## src/rtl/renode_pkg.sv

```systemverilog
// Shared types for the Renode co-simulation bus path.
// Holds the bus address/data types, the access width enum, the arbiter
// FSM state type, the requester index type and the latched bus request.
package renode_pkg;

  typedef logic [63:0] address_t;
  typedef logic [63:0] data_t;

  typedef enum logic [1:0] {
    ByteAccess,
    WordAccess,
    DoubleWordAccess,
    QuadWordAccess
  } valid_bits_e;

  // Widest supported requester count; the index type is sized for it.
  localparam int unsigned MaxRequesters = 16;
  typedef logic [$clog2(MaxRequesters)-1:0] requester_idx_t;

  typedef enum logic [1:0] {
    ARB_IDLE,
    ARB_ISSUE,
    ARB_WAIT_RESP,
    ARB_RESPOND
  } arbiter_state_e;

  typedef struct packed {
    logic        write;
    address_t    address;
    valid_bits_e data_bits;
    data_t       wdata;
  } bus_request_t;

endpackage

```

## src/rtl/renode_rr_picker.sv

```systemverilog
// Combinational round-robin priority encoder.
// Ports:
//   valid_i - per-requester request vector
//   ptr_i   - requester with the highest priority this round
//   grant_o - one-hot grant (first valid at or after ptr_i, wrapping)
//   idx_o   - index of the granted requester
//   any_o   - at least one request is valid
module renode_rr_picker
  import renode_pkg::*;
#(
  parameter int unsigned Count = 2
) (
  input  logic [Count-1:0] valid_i,
  input  requester_idx_t   ptr_i,
  output logic [Count-1:0] grant_o,
  output requester_idx_t   idx_o,
  output logic             any_o
);

  // Two passes: first the upper segment [ptr, Count), then the wrapped
  // lower segment [0, ptr). The first hit in scan order wins.
  always_comb begin
    grant_o = '0;
    idx_o   = '0;
    any_o   = 1'b0;
    for (int unsigned i = 0; i < Count; i++) begin
      if (!any_o && valid_i[i] && i >= int'(ptr_i)) begin
        grant_o[i] = 1'b1;
        idx_o      = requester_idx_t'(i);
        any_o      = 1'b1;
      end
    end
    for (int unsigned i = 0; i < Count; i++) begin
      if (!any_o && valid_i[i] && i < int'(ptr_i)) begin
        grant_o[i] = 1'b1;
        idx_o      = requester_idx_t'(i);
        any_o      = 1'b1;
      end
    end
  end

endmodule

```

## src/rtl/renode_bus_arbiter.sv

```systemverilog
// Round-robin arbiter sharing one Renode bus controller port between
// RequestersCount requesters, with one transaction outstanding at a time
// and an optional downstream response timeout.
// Ports:
//   clk, rst_n             - clock, synchronous active-low reset
//   req_*                  - per-requester request handshake and fields
//   resp_valid/rdata/error - one-cycle response pulse to the granted requester
//   bus_*                  - latched request towards the bus controller adapter
//   bus_resp_*             - downstream response
//   spurious_resp          - sticky flag: response seen with nothing outstanding
module renode_bus_arbiter
  import renode_pkg::*;
#(
  parameter int unsigned RequestersCount = 2,
  parameter int unsigned TimeoutCycles   = 1024
) (
  input  logic                                    clk,
  input  logic                                    rst_n,
  input  logic        [RequestersCount-1:0]       req_valid,
  output logic        [RequestersCount-1:0]       req_ready,
  input  logic        [RequestersCount-1:0]       req_write,
  input  address_t    [RequestersCount-1:0]       req_address,
  input  valid_bits_e [RequestersCount-1:0]       req_data_bits,
  input  data_t       [RequestersCount-1:0]       req_wdata,
  output logic        [RequestersCount-1:0]       resp_valid,
  output data_t                                   resp_rdata,
  output logic                                    resp_error,
  output logic                                    bus_valid,
  input  logic                                    bus_ready,
  output logic                                    bus_write,
  output address_t                                bus_address,
  output valid_bits_e                             bus_data_bits,
  output data_t                                   bus_wdata,
  input  logic                                    bus_resp_valid,
  input  data_t                                   bus_resp_rdata,
  input  logic                                    bus_resp_error,
  output logic                                    spurious_resp
);

  localparam bit          TimeoutEn   = (TimeoutCycles != 0);
  localparam logic [31:0] TimeoutLast = TimeoutEn ? TimeoutCycles - 1 : 32'd0;

  arbiter_state_e state_q, state_d;
  requester_idx_t ptr_q, grant_q;
  bus_request_t   req_q;
  logic [31:0]    cnt_q;
  data_t          rdata_q;
  logic           error_q;
  logic           spurious_q;

  logic [RequestersCount-1:0] pick_grant;
  requester_idx_t             pick_idx;
  logic                       pick_any;
  bus_request_t               pick_req;
  logic                       timeout_hit;

  renode_rr_picker #(.Count(RequestersCount)) u_picker (
    .valid_i (req_valid),
    .ptr_i   (ptr_q),
    .grant_o (pick_grant),
    .idx_o   (pick_idx),
    .any_o   (pick_any)
  );

  // Mux the granted requester's fields with the one-hot grant.
  always_comb begin
    pick_req = '0;
    for (int unsigned i = 0; i < RequestersCount; i++) begin
      if (pick_grant[i]) begin
        pick_req.write     = req_write[i];
        pick_req.address   = req_address[i];
        pick_req.data_bits = req_data_bits[i];
        pick_req.wdata     = req_wdata[i];
      end
    end
  end

  always_comb begin
    state_d     = state_q;
    req_ready   = '0;
    timeout_hit = TimeoutEn && (cnt_q == TimeoutLast);
    unique case (state_q)
      ARB_IDLE: begin
        // A grant on a reset edge would be discarded, so do not advertise it.
        if (pick_any && rst_n) begin
          req_ready = pick_grant;
          state_d   = ARB_ISSUE;
        end
      end
      ARB_ISSUE: if (bus_ready) state_d = ARB_WAIT_RESP;
      ARB_WAIT_RESP: begin
        // A response in the timeout cycle takes priority over the timeout.
        if (bus_resp_valid || timeout_hit) state_d = ARB_RESPOND;
      end
      ARB_RESPOND: state_d = ARB_IDLE;
      default: state_d = ARB_IDLE;
    endcase
  end

  always_ff @(posedge clk) begin
    if (!rst_n) begin
      state_q    <= ARB_IDLE;
      ptr_q      <= '0;
      grant_q    <= '0;
      req_q      <= '0;
      cnt_q      <= '0;
      rdata_q    <= '0;
      error_q    <= 1'b0;
      spurious_q <= 1'b0;
    end else begin
      state_q <= state_d;
      if (bus_resp_valid && state_q != ARB_WAIT_RESP) spurious_q <= 1'b1;
      unique case (state_q)
        ARB_IDLE: begin
          if (pick_any) begin
            grant_q <= pick_idx;
            req_q   <= pick_req;
          end
        end
        ARB_ISSUE: if (bus_ready) cnt_q <= '0;
        ARB_WAIT_RESP: begin
          cnt_q <= cnt_q + 32'd1;
          if (bus_resp_valid) begin
            rdata_q <= req_q.write ? '0 : bus_resp_rdata;
            error_q <= bus_resp_error;
          end else if (timeout_hit) begin
            rdata_q <= '0;
            error_q <= 1'b1;
          end
        end
        ARB_RESPOND: begin
          if (grant_q == requester_idx_t'(RequestersCount - 1)) ptr_q <= '0;
          else ptr_q <= grant_q + 1'b1;
        end
        default: ;
      endcase
    end
  end

  always_comb begin
    resp_valid = '0;
    for (int unsigned i = 0; i < RequestersCount; i++) begin
      resp_valid[i] = (state_q == ARB_RESPOND) && (grant_q == requester_idx_t'(i));
    end
  end

  assign resp_rdata    = (state_q == ARB_RESPOND) ? rdata_q : '0;
  assign resp_error    = (state_q == ARB_RESPOND) && error_q;
  assign bus_valid     = (state_q == ARB_ISSUE);
  assign bus_write     = req_q.write;
  assign bus_address   = req_q.address;
  assign bus_data_bits = req_q.data_bits;
  assign bus_wdata     = req_q.wdata;
  assign spurious_resp = spurious_q;

endmodule

```

## config.mk

```make
export PLATFORM = sky130hd
export DESIGN_NAME = renode_bus_arbiter
export DESIGN_NICKNAME = d
export VERILOG_FILES = /design/src/rtl/renode_pkg.sv /design/src/rtl/renode_rr_picker.sv /design/src/rtl/renode_bus_arbiter.sv
export SDC_FILE = /design/constraint.sdc
export NUM_CORES = 1
export LEC_CHECK = 0
export ABC_AREA = 1
export CAP_MARGIN = 20
export CORE_AREA = 3 3 210 212
export CTS_CLUSTER_SIZE = 24
export DETAILED_ROUTE_END_ITERATION = 8
export DIE_AREA = 0 0 213 215
export HOLD_SLACK_MARGIN = 0.03
export MAX_ROUTING_LAYER = met4
export PLACE_DENSITY = 0.61
export SYNTH_ARGS = -nofsm -noshare
export SYNTH_HDL_FRONTEND = slang
export SYNTH_SLANG_ARGS = --single-unit
```

## constraint.sdc

```tcl
create_clock -name clk -period 3.9 [get_ports clk]
set_input_delay 0.39 -clock clk [delete_from_list [all_inputs] [get_ports clk]]
set_output_delay 0.39 -clock clk [all_outputs]
set_load 0.05 [all_outputs]
```

Word-level counts from Yosys, hierarchy flattened:

Index checks and enable logic that the tools add are counted.

* add/subtract/negate cells: 2
* multiply operators: 0
* div/mod/pow operators: 0
* magnitude comparators: 4
* eq/ne operators: 9
* shift-type cells: 0
* multiplexer cells: 27
* bitwise gates (word level): 0
* reductions and logical operators: 24

Operator list (number)
* $mux W131: 2
* $mux W64: 4
* $pmux W32 S2: 1
* $add A32 B1 Y32 const B: 1
* $eq A32 B10 Y1 const B: 1
* $mux W32: 1
* $logic_and A1 B1 Y1: 12
* $mux W1: 12
* $mux W2: 5
* $ge A1 B4 Y1 const A: 2
* $lt A1 B4 Y1 const A: 2
* $pmux W2 S4: 1
* $ne A2 B2 Y1 const B: 3
* $reduce_and A2 Y1: 3
* $add A4 B1 Y4 const B: 1
* $eq A2 B2 Y1 const B: 2
* $eq A4 B1 Y1 const B: 1
* $logic_not A4 Y1: 1
* $mux W4: 1
* $reduce_bool A2 Y1: 2
* $logic_not A1 Y1: 3
* $reduce_and A3 Y1: 1
* $eq A2 B1 Y1 const B: 1
* $logic_not A2 Y1: 1
* 2 further kinds: 2

* register bits: 239
* bits in latches: 0
* RAM bits: 0
* memory bits (read-only): 0
* input port bits: 333
* output and inout bits: 202
* logic and storage cells: 77
* memories: 0

Longest topological paths before layout:

Gate-level depths: netlist of run 1.

* word-level depth: 18
* mapped depth: 12

Cells and area by module:

A second synthesis of run 1 with hierarchy kept.

* cell total of the unflattened synthesis: 1667
* area, all modules: 11262.1 µm²

By module, submodules not included
* renode_bus_arbiter: instances 1, cells an instance 1654, area an instance 11188.2 µm², seq. area each 4784.6 µm²
* renode_rr_picker: instances 1, cells an instance 13, area an instance 73.8 µm², seq. area each 0.0 µm²

Worst setup path after synthesis of run 1:

Ideal clock, no wire load.

* path kind: reg2reg
* from: register state_q[1]
* to: register cnt_q[25]
* setup time: 116 ps
* data arrival time: 1957 ps
* data required time: 3784 ps
* slack: 1827 ps
* stages on the path, launching flop included: 10
* buffers on the path: 0
* clock period less this slack: 2073 ps
* cells stage by stage: dfxtp_1 -> inv_1 -> ha_1 -> nand2_1 -> o21ai_4 -> nand2_1 -> nor3_4 -> nand2_1 -> o21ai_0 -> nor2_1

* word-level cells in the longest chain between the ends: 3
* elaborated cells on any way between the ends: 6
* those cells by class: 3 x eq/ne; 1 x mux; 2 x reduce/logical

Ends and longest elaborated chain
* start, declared: RTL line renode_bus_arbiter.sv:43 `arbiter_state_e state_q, state_d;`
* start signal, assigned: RTL line renode_bus_arbiter.sv:111 `state_q <= state_d;`
* $eq A2 B1 Y1 *
* named net bus_valid: RTL line renode_bus_arbiter.sv:28 `output logic bus_valid,`
* $ne A2 B1 Y1 (no line) / $reduce_bool A2 Y1 (equally long branches)
* $reduce_and A2 Y1 (no line)
* end signal, assigned: RTL line renode_bus_arbiter.sv:122 `cnt_q <= cnt_q + 32'd1;`
* end, declared: RTL line renode_bus_arbiter.sv:46 `logic [31:0] cnt_q;`

Mark *: on every way through the listed nets, which the timed path passes. The rest lies on a longest branch.
A chain may end at the register's enable or synchronous reset.

Worst setup path in the final report of run 1:

* from: register state_q[1]
* to: output resp_rdata[56]

* word-level cells in the longest chain between the ends: 2

Ends and longest elaborated chain
* $eq A2 B2 Y1: RTL line renode_bus_arbiter.sv:147 `assign resp_rdata = (state_q == ARB_RESPOND) ? rdata_q : '0;`
* $mux W64: RTL line renode_bus_arbiter.sv:147
* end, declared: RTL line renode_bus_arbiter.sv:26 `output data_t resp_rdata,`

No other way between the ends.

==> impl_metrics.yaml, run 1 <==
critical_path:
  path_max_fanout: 24
  r2r_end: "rdata_q[63]"
  cp-startpoint: "state_q[1]"
  cp-end-kind: "output port"
  crit_arrival_ns: 2.74
  crit_required_ns: 3.51
  rrSetupSlack_ns: 1.36
  reg2reg_depth: 11
  r2r_start: "cnt_q[0]"
  path_class: "reg -> out"
  start_kind: "flip-flop"
  critPathCapture: "resp_rdata[56]"
clock_tree:
  cts.sinks: 233
  post_cts_resize_count: 0
  clk_pin_slew_ns: 0.06
  holdBufCountCts: 0
  root_buffer: "clkbuf_16"
  clock_path_buffers: 3
  clk_latency_ns: 0.55
  tritoncts: "built"
  cts_setup_buffers: 0
  numCtsBuffers: 29
  cts_max_level: 1
cells_and_area:
  final_nets: 2448
  fill_cells: 4321
  drive_above_1_share: 0.0427
  synthToLayoutAreaGrowth_pct: 61.3
  design_area_sq_mm: 0.0176
worst_hold_path:
  hold_path_class: "in -> reg"
detailed_routing:
  dr.pass1.iters: 5
  totalWireLength_mm: 46.8
  drc: 0
  wl_per_cell_microns: 17.5
  drt_iter0_drc: 815
  ant_nets: 0
  vias: 12500
  routed_via_density: 4.68
job:
  cap_violations: 0
global_routing:
  grtUsageTotal: 0.200
  grt_pass1_wl_mm: 70.5
  grt_pass1_vias: 12400
  gr-max-usage-layer: "met2"
  use_met1: 0.225
  overflow: 0
  grt_max_degree: 118
  grtUsageMet2: 0.338
  grt_util_met3: 0.0550
  antenna_found_initial: 4
sta:
  worst_pin_slew_ns: 0.850
  fin_skew_ns: 0.0127
  fin_crit_sh: 0.801
  drv_slew: 0
  fin_setup_tns_ns: 0
  hold_viol: 0
  period_minus_slack_ns: 3.13
  max_freq_mhz: 320
  setup_viol: 0
  rsz0062_at_grt: "no"
  slew_headroom: 0.433
synth:
  yosys.area.top_type: "dfxtp_1"
  synth_fp_nets: 1973
  postSynthCellCount: 1635
  ys_ff_latch: 233
  synth_warnings: 0
  syn-cell-area_sq_mm: 0.0109
  synth_top_area_share: 0.428
  ys_seq_area_frac: 0.428
  synthTopCellsByArea: "dfxtp_1, nand2_1, nor2_1"
  synth.distinct_cells: 31
  postSynthAreaPerCell_sq_um: 6.67
placement:
  hpwlAfterDp_mm: 34.4
  gp_congestion: 0.869
  placed_area_sq_mm: 0.0167
  port-buffer-count: 534
floorplan:
  fp.coreArea_sq_mm: 0.0421
  die-area_sq_mm: 0.0458
  die_x_microns: 213
  rows: 75
  pin_count: 535
  die_h_microns: 215
  initial_utilization: 0.259
power:
  p_leak_uw: 0.00743
  power.density_mw_per_mm2: 617
  vdd_drop_max_v: 0.000369
outcome:
  status: "finished clean"
## through the flow
stage          instances  hold WS (ns)  utilization  worst slack, ns  power (uW)
6_report            2675         0.345        0.418            0.774       10900
5_1_grt             2673         0.359        0.418            0.573       11400
4_1_cts             2670         0.322        0.417            0.711       11000
3_5_place_dp        2618         0.456        0.396             1.32        8310
3_3_place_gp        2618         0.449        0.396             1.38        8290
2_1_floorplan       1635         0.440            -             1.83        6380
## report_power, final
part | internal, uW | total, uW | switching [uW] | leakage (uW)
sequential | 2990 | 3360 | 370 | 0.00191
combinational | 1590 | 4880 | 3290 | 0.00506
clock | 1520 | 2610 | 1090 | 0.000463
## Yosys cell counts
cell type	n
a21oi_2	2
nand3b_1	1
nor3_2	1
buf_2	20
nand3_1	175
a32oi_1	6
o21ai_4	1
nor3b_1	1
a22oi_1	18
nand2_2	1
nand2_1	405
inv_2	5
and3_1	1
a21oi_1	29
a31oi_1	54
nand4_1	10
nor2_1	279
o31ai_1	2
buf_6	6
o21ai_0	65
xor2_1	1
a211oi_1	48
nor3_1	9
clkbuf_1	72
inv_1	166
buf_1	13
dfxtp_1	233
o21ai_1	4
a21oi_4	1
nor3_4	1
ha_1	5
## worst min path at each step
stage                startpoint          end  slack (ns)  cells after the start
finish                    rst_n  rdata_q[15]        0.34                      3
global route              rst_n  rdata_q[31]        0.36                      3
CTS                       rst_n  rdata_q[15]        0.32                      3
detailed placement  rdata_q[19]  rdata_q[19]        0.46                      2
global placement    rdata_q[19]  rdata_q[19]        0.45                      2
floorplan           rdata_q[13]  rdata_q[13]        0.44                      2
## routing by layer
layer  wire length (microns)  vias up  part of all wire
li1                        -     6212                 -
met1                   18400     5778              0.39
met2                   22900      433              0.49
met3                    3500       85             0.075
met4                    1930        0             0.041
met5                       0        -                 0
## layout make-up
type	count	area (sq um)	share of cell area
Clock inverter	15	114	0.00647
Sequential cell	233	4660	0.265
Clock buffer	37	806	0.0458
Timing Repair Buffer	555	5520	0.314
Tap cell	539	674	0.0383
Multi-Input combinational cell	1120	5170	0.294
Antenna cell	5	12.5	0.000711
Inverter	171	644	0.0366
## worst max-delay path: stages (launching register included)
cell	delay (ns)
dfxtp_1	0.38
ha_2	0.50
buf_4	0.34
nand2_1	0.09
inv_1	0.07
clkdlybuf4s50_1	0.79
## sequential cells by signal (all words and copies together), names as in the netlist
signal	count
bus_address	64
bus_wdata	64
rdata_q	64
cnt_q	32
bus_data_bits	2
state_q	2
bus_write	1
error_q	1
grant_q	1
ptr_q	1
spurious_resp	1
## placed cells by master (no fill, tap or decap), types with 6 or more instances in the layout
cell / count
a32oi_1: 6
a31oi_1: 54
a22oi_1: 18
o21ai_0: 65
nand4_1: 10
a21oi_1: 29
clkdlybuf4s50_1: 531
dfxtp_1: 233
clkinv_2: 10
nor2_1: 277
a211oi_1: 48
nand3_1: 175
nor3_1: 9
clkbuf_16: 29
inv_1: 166
buf_4: 22
nand2_1: 405
## cell families (layout without fill, tap and decap cells)
kind of cell / Yosys count / count (layout) / share of synthesized area
AND/OR/NAND/NOR: 884 / 884 / 0.330
AO/OA/AOI/OAI: 230 / 230 / 0.132
adder cells (fa/ha/maj): 5 / 5 / 0.00573
other: 0 / 5 / 0
XOR/XNOR: 1 / 1 / 0.000803
buffers and inverters: 282 / 778 / 0.103
flip-flops: 233 / 233 / 0.428
No activity file was read; power rests on OpenSTA's default activity.
==> inputs of run 2 (changes only) <==
--- a/config.mk
+++ b/config.mk
@@ -13,7 +13,7 @@
 export DIE_AREA = 0 0 213 215
 export HOLD_SLACK_MARGIN = 0.03
 export MAX_ROUTING_LAYER = met4
-export PLACE_DENSITY = 0.61
+export PLACE_DENSITY = 0.63
 export SYNTH_ARGS = -nofsm -noshare
 export SYNTH_HDL_FRONTEND = slang
 export SYNTH_SLANG_ARGS = --single-unit
==> constraint.sdc (replaced) <==
create_clock -name clk -period 2.6 [get_ports clk]
set_input_delay 0.26 -clock clk [delete_from_list [all_inputs] [get_ports clk]]
set_output_delay 0.26 -clock clk [all_outputs]
set_load 0.05 [all_outputs]
==> run 2 against run 1 <==
Compared with the run above: combinational power rose by 52%; largest power group unchanged; sequential share of layout area fell by 0.17 points; largest cell class unchanged; total power rose by 53%; sequential power rose by 49%; register-to-register slack got worse by 0.92 ns; non-clock buffer count rose by 2; highest routed layer unchanged; critical endpoint is now bus_valid; design area rose by 0.64%; global-route usage fell by 0.32 points; first-iteration DRC count rose by 27%.
==> impl_metrics.yaml, run 2 (same netlist as run 1, synthesis figures left out) <==
critical_path:
  reg2reg_depth: 8
  r2r_end: "cnt_q[30]"
  crit_arrival_ns: 2.23
  r2r_start: "state_q[1]"
  path_max_fanout: 5
  crit_required_ns: 2.34
  path_class: "reg -> out"
  start_kind: "flip-flop"
  cp-end-kind: "output port"
  rrSetupSlack_ns: 0.44
sta:
  fin_crit_sh: 0.957
  rsz0062_at_grt: "no"
  fin_setup_tns_ns: 0
  hold_viol: 0
  holdWs_ns: 0.287
  fin_skew_ns: 0.0148
  slew_headroom: 0.467
  worst_slack_ns: 0.113
  setup_viol: 0
  period_minus_slack_ns: 2.49
  drv_slew: 0
  max_freq_mhz: 402
  worst_pin_slew_ns: 0.800
outcome:
  status: "finished clean"
worst_hold_path:
  hold_end: "bus_wdata[13]"
  holdPathStages: 3
  min-delay-start: "req_wdata[77]"
  hold_path_class: "in -> reg"
detailed_routing:
  drc: 0
  drt_iter0_drc: 1035
  vias: 12600
  wl_per_cell_microns: 17.2
  ant_nets: 0
  totalWireLength_mm: 46.2
  routed_via_density: 4.70
  dr.pass1.iters: 5
clock_tree:
  clk_pin_slew_ns: 0.06
  cts.sinks: 233
  numCtsBuffers: 29
  cts_max_level: 1
  clock_path_buffers: 3
  clk_latency_ns: 0.55
  cts_setup_buffers: 0
  tritoncts: "built"
  root_buffer: "clkbuf_16"
floorplan:
  die-area_sq_mm: 0.0458
  pin_count: 535
  initial_utilization: 0.259
  die_h_microns: 215
  rows: 75
  die_x_microns: 213
  fp.coreArea_sq_mm: 0.0421
power:
  switching_share: 0.427
  p_sw_uw: 7080
  power_frac_clock: 0.252
  power.density_mw_per_mm2: 936
  p_seq_frac: 0.301
  vdd_drop_max_v: 0.000618
  p_int_uw: 9510
  p_leak_uw: 0.00774
  power.share.combinational: 0.447
global_routing:
  grtUsageTotal: 0.197
  grt_pass1_vias: 12400
  grt_pass1_wl_mm: 69.7
  overflow: 0
  antenna_found_initial: 8
  grt_max_degree: 118
cells_and_area:
  synthToLayoutAreaGrowth_pct: 62.4
  regArea_sq_mm: 0.00466
  final_nets: 2450
  post-route-util: 0.420
  drive_above_1_share: 0.0455
  final_common_cell: "clkdlybuf4s50_1"
  fill_cells: 4380
  mostFrequentLayoutCells: "clkdlybuf4s50_1, nand2_1, nor2_1"
  multi_input_area_sq_mm: 0.00517
placement:
  port-buffer-count: 534
  gp_congestion: 0.870
  hpwlAfterDp_mm: 33.7
  dpl_worst_slack_ns: 0.296
job:
  cap_violations: 0
-- run 2: timing repair --
item                       4_1_cts  5_1_grt
setup endpoints to repair       67       26
hold endpoints to repair         2        0
hold buffers                     1        0
gates resized for setup         67       35
-- run 2: metrics by stage --
stage	cell area [sq um]	power, uW	cells
floorplan	10900	9580	1635
global placement	16800	12400	2619
detailed placement	16800	12500	2619
CTS	17700	16700	2673
global route	17700	17400	2679
finish	17700	16600	2680
-- run 2: critical path, cell delays in order, from the launching register on --
cell,delay [ns]
dfxtp_1,0.34
inv_1,0.09
ha_1,0.34
clkdlybuf4s50_1,0.92
-- run 2: final cells by class --
type | count | share of cell area
repair buffers | 557 | 0.313
multi-input cells | 1120 | 0.292
flip-flops and latches | 233 | 0.263
clock buffers | 43 | 0.0485
well taps | 539 | 0.0381
inverters | 171 | 0.0364
clock inverters | 10 | 0.00770
diodes | 7 | 0.000989
-- run 2: worst max path at each step --
stage                            start               to  cells after the start
after floorplan             state_q[1]        cnt_q[25]                      9
after global placement    req_valid[1]  bus_address[36]                      8
after detailed placement  req_valid[1]    bus_wdata[31]                      8
after CTS                   state_q[1]    resp_valid[1]                      4
after global routing        state_q[1]   resp_rdata[40]                      5
final                       state_q[1]        bus_valid                      3
-- run 2: per-layer routing --
layer	share of wire	wire (microns)	vias to the layer above	GRT usage
met3	0.077	3540	80	0.0525
met4	0.031	1440	0	0.0612
li1	-	-	6205	-
met5	0	0	-	-
met2	0.50	22900	456	0.332
met1	0.40	18300	5846	0.228
-- run 2: power by group through the flow --
stage / logic [uW] / registers (uW) / clock network [uW]
floorplan: 2320 / 7260 / 0
global placement: 7400 / 5030 / 0
detailed placement: 7420 / 5050 / 0
CTS: 7440 / 5000 / 4290
global route: 7890 / 5110 / 4430
finish: 7410 / 5000 / 4170
==> inputs of run 3 (changes only) <==
--- a/config.mk
+++ b/config.mk
@@ -7,13 +7,15 @@
 export LEC_CHECK = 0
 export ABC_AREA = 1
 export CAP_MARGIN = 20
-export CORE_AREA = 3 3 210 212
+export CELL_PAD_IN_SITES_DETAIL_PLACEMENT = 2
+export CELL_PAD_IN_SITES_GLOBAL_PLACEMENT = 2
+export CORE_MARGIN = 3
+export CORE_UTILIZATION = 18
 export CTS_CLUSTER_SIZE = 24
 export DETAILED_ROUTE_END_ITERATION = 8
-export DIE_AREA = 0 0 213 215
 export HOLD_SLACK_MARGIN = 0.03
 export MAX_ROUTING_LAYER = met4
-export PLACE_DENSITY = 0.63
+export PLACE_DENSITY = 0.81
 export SYNTH_ARGS = -nofsm -noshare
 export SYNTH_HDL_FRONTEND = slang
 export SYNTH_SLANG_ARGS = --single-unit
==> run 3 against run 2 <==
Compared with the run above: non-clock buffer count grew 3; critical path depth rose by 4; design area grew 1.8%; critical endpoint is now req_ready[1].
==> impl_metrics.yaml, run 3 (same netlist as run 1, synthesis figures left out) <==
clock_tree:
  cts_max_level: 1
  clk_pin_slew_ns: 0.06
  clk_latency_ns: 0.60
  numCtsBuffers: 31
  holdBufCountCts: 0
  root_buffer: "clkbuf_16"
  cts_setup_buffers: 0
  cts.sinks: 233
  tritoncts: "built"
  clock_path_buffers: 3
floorplan:
  die_h_microns: 252
  initial_utilization: 0.183
  die-area_sq_mm: 0.0636
  die_x_microns: 252
  rows: 89
  fp.coreArea_sq_mm: 0.0595
  pin_count: 535
global_routing:
  overflow: 0
  grt_pass1_vias: 14500
  grt_max_degree: 72
  antenna_found_initial: 12
  grt_pass1_wl_mm: 85.7
  grtUsageTotal: 0.177
placement:
  hpwlAfterDp_mm: 42.9
  placed_area_sq_mm: 0.0169
  port-buffer-count: 534
  gp_congestion: 0.838
sta:
  slew_headroom: 0.442
  max_freq_mhz: 410
  fin_crit_sh: 0.939
  fin_setup_tns_ns: 0
  worst_pin_slew_ns: 0.838
  setup_viol: 0
  period_minus_slack_ns: 2.44
  hold_viol: 0
  drv_slew: 0
  rsz0062_at_grt: "no"
  fin_skew_ns: 0.0333
detailed_routing:
  dr.pass1.iters: 4
  vias: 13100
  wl_per_cell_microns: 19.6
  routed_via_density: 4.48
  totalWireLength_mm: 57.3
  ant_nets: 0
  drc: 0
  drt_iter0_drc: 486
cells_and_area:
  final_common_cell: "clkdlybuf4s50_1"
  design_area_sq_mm: 0.0180
  post-route-util: 0.303
  mostFrequentLayoutCells: "clkdlybuf4s50_1, nand2_1, nor2_1"
  fill_cells: 7048
  final_nets: 2455
  synthToLayoutAreaGrowth_pct: 65.3
  drive_above_1_share: 0.0739
critical_path:
  r2r_start: "state_q[1]"
  crit_required_ns: 2.34
  cp-end-kind: "output port"
  crit_arrival_ns: 2.18
  cp-startpoint: "state_q[0]"
  path_class: "reg -> out"
  path_max_fanout: 18
  start_kind: "flip-flop"
outcome:
  status: "finished clean"
job:
  cap_violations: 0
power:
  p_leak_uw: 0.00770
  power.density_mw_per_mm2: 952
  vdd_drop_max_v: 0.000502
worst_hold_path:
  hold_path_class: "in -> reg"
  min-delay-start: "rst_n"
[run 3: cell types whose count changed in the layout (fill, tap and decap cells not counted), sizes merged, moves of 3 or more]
cell / delta
buf: +65
diode: +3
clkbuf: -11
clkdlybuf4s15: -17
clkinv: +3
dlygate4sd2: -35
[run 3: repair_timing]
action                     in CTS  in global routing
gates resized for setup         8                  3
setup endpoints to repair       9                  2
cloned                          0                  0
[run 3: final timing paths]
path | to | slack, ns | depth (start not counted)
worst max-delay path | req_ready[1] | 0.16 | 7
worst min register to register | bus_wdata[21] | 0.47 | 2
worst min-delay path | rdata_q[20] | 0.22 | 3
worst max register to register | cnt_q[23] | 0.36 | 8
[run 3: layout make-up]
cell class	count	area, sq um	share of cell area
repair buffers	560	5500	0.305
multi-input cells	1120	5180	0.287
flip-flops and latches	233	4660	0.259
well taps	773	967	0.0536
clock buffers	39	856	0.0475
inverters	171	647	0.0359
clock inverters	14	194	0.0108
diodes	10	25.0	0.00139
[run 3: report_power, final]
part,leakage (uW),switching [uW],internal [uW]
logic,0.00527,5160,2460
registers,0.00191,559,4490
clock network,0.000516,1780,2710
total,0.00770,7500,9660
[run 3: worst max-delay path, cell delays in order (launching register included)]
cell and delay (ns):
dfxtp_1 0.35, inv_1 0.13, ha_2 0.26, inv_1 0.13, nor2_4 0.16, nand2_1 0.12, inv_4 0.25, buf_12 0.18
[run 3: per-layer routing]
layer  GRT usage  vias to the layer above  part of all wire
li1            -                     6223                 -
met1       0.187                     6360              0.38
met2       0.320                      385              0.51
met3      0.0486                      103             0.070
met4      0.0595                        0             0.032
met5           -                        -                 0
[run 3: per-stage QoR]
step           std cells  total power (uW)  setup slack, ns  hold slack, ns
2_1_floorplan       1635              9580            0.527           0.382
3_3_place_gp        2857             12600            0.484           0.451
4_1_cts             2910             17400           0.0113           0.194
6_report            2920             17200            0.158           0.217
5_1_grt             2920             18100          0.00442           0.232
3_5_place_dp        2857             12800            0.327           0.462
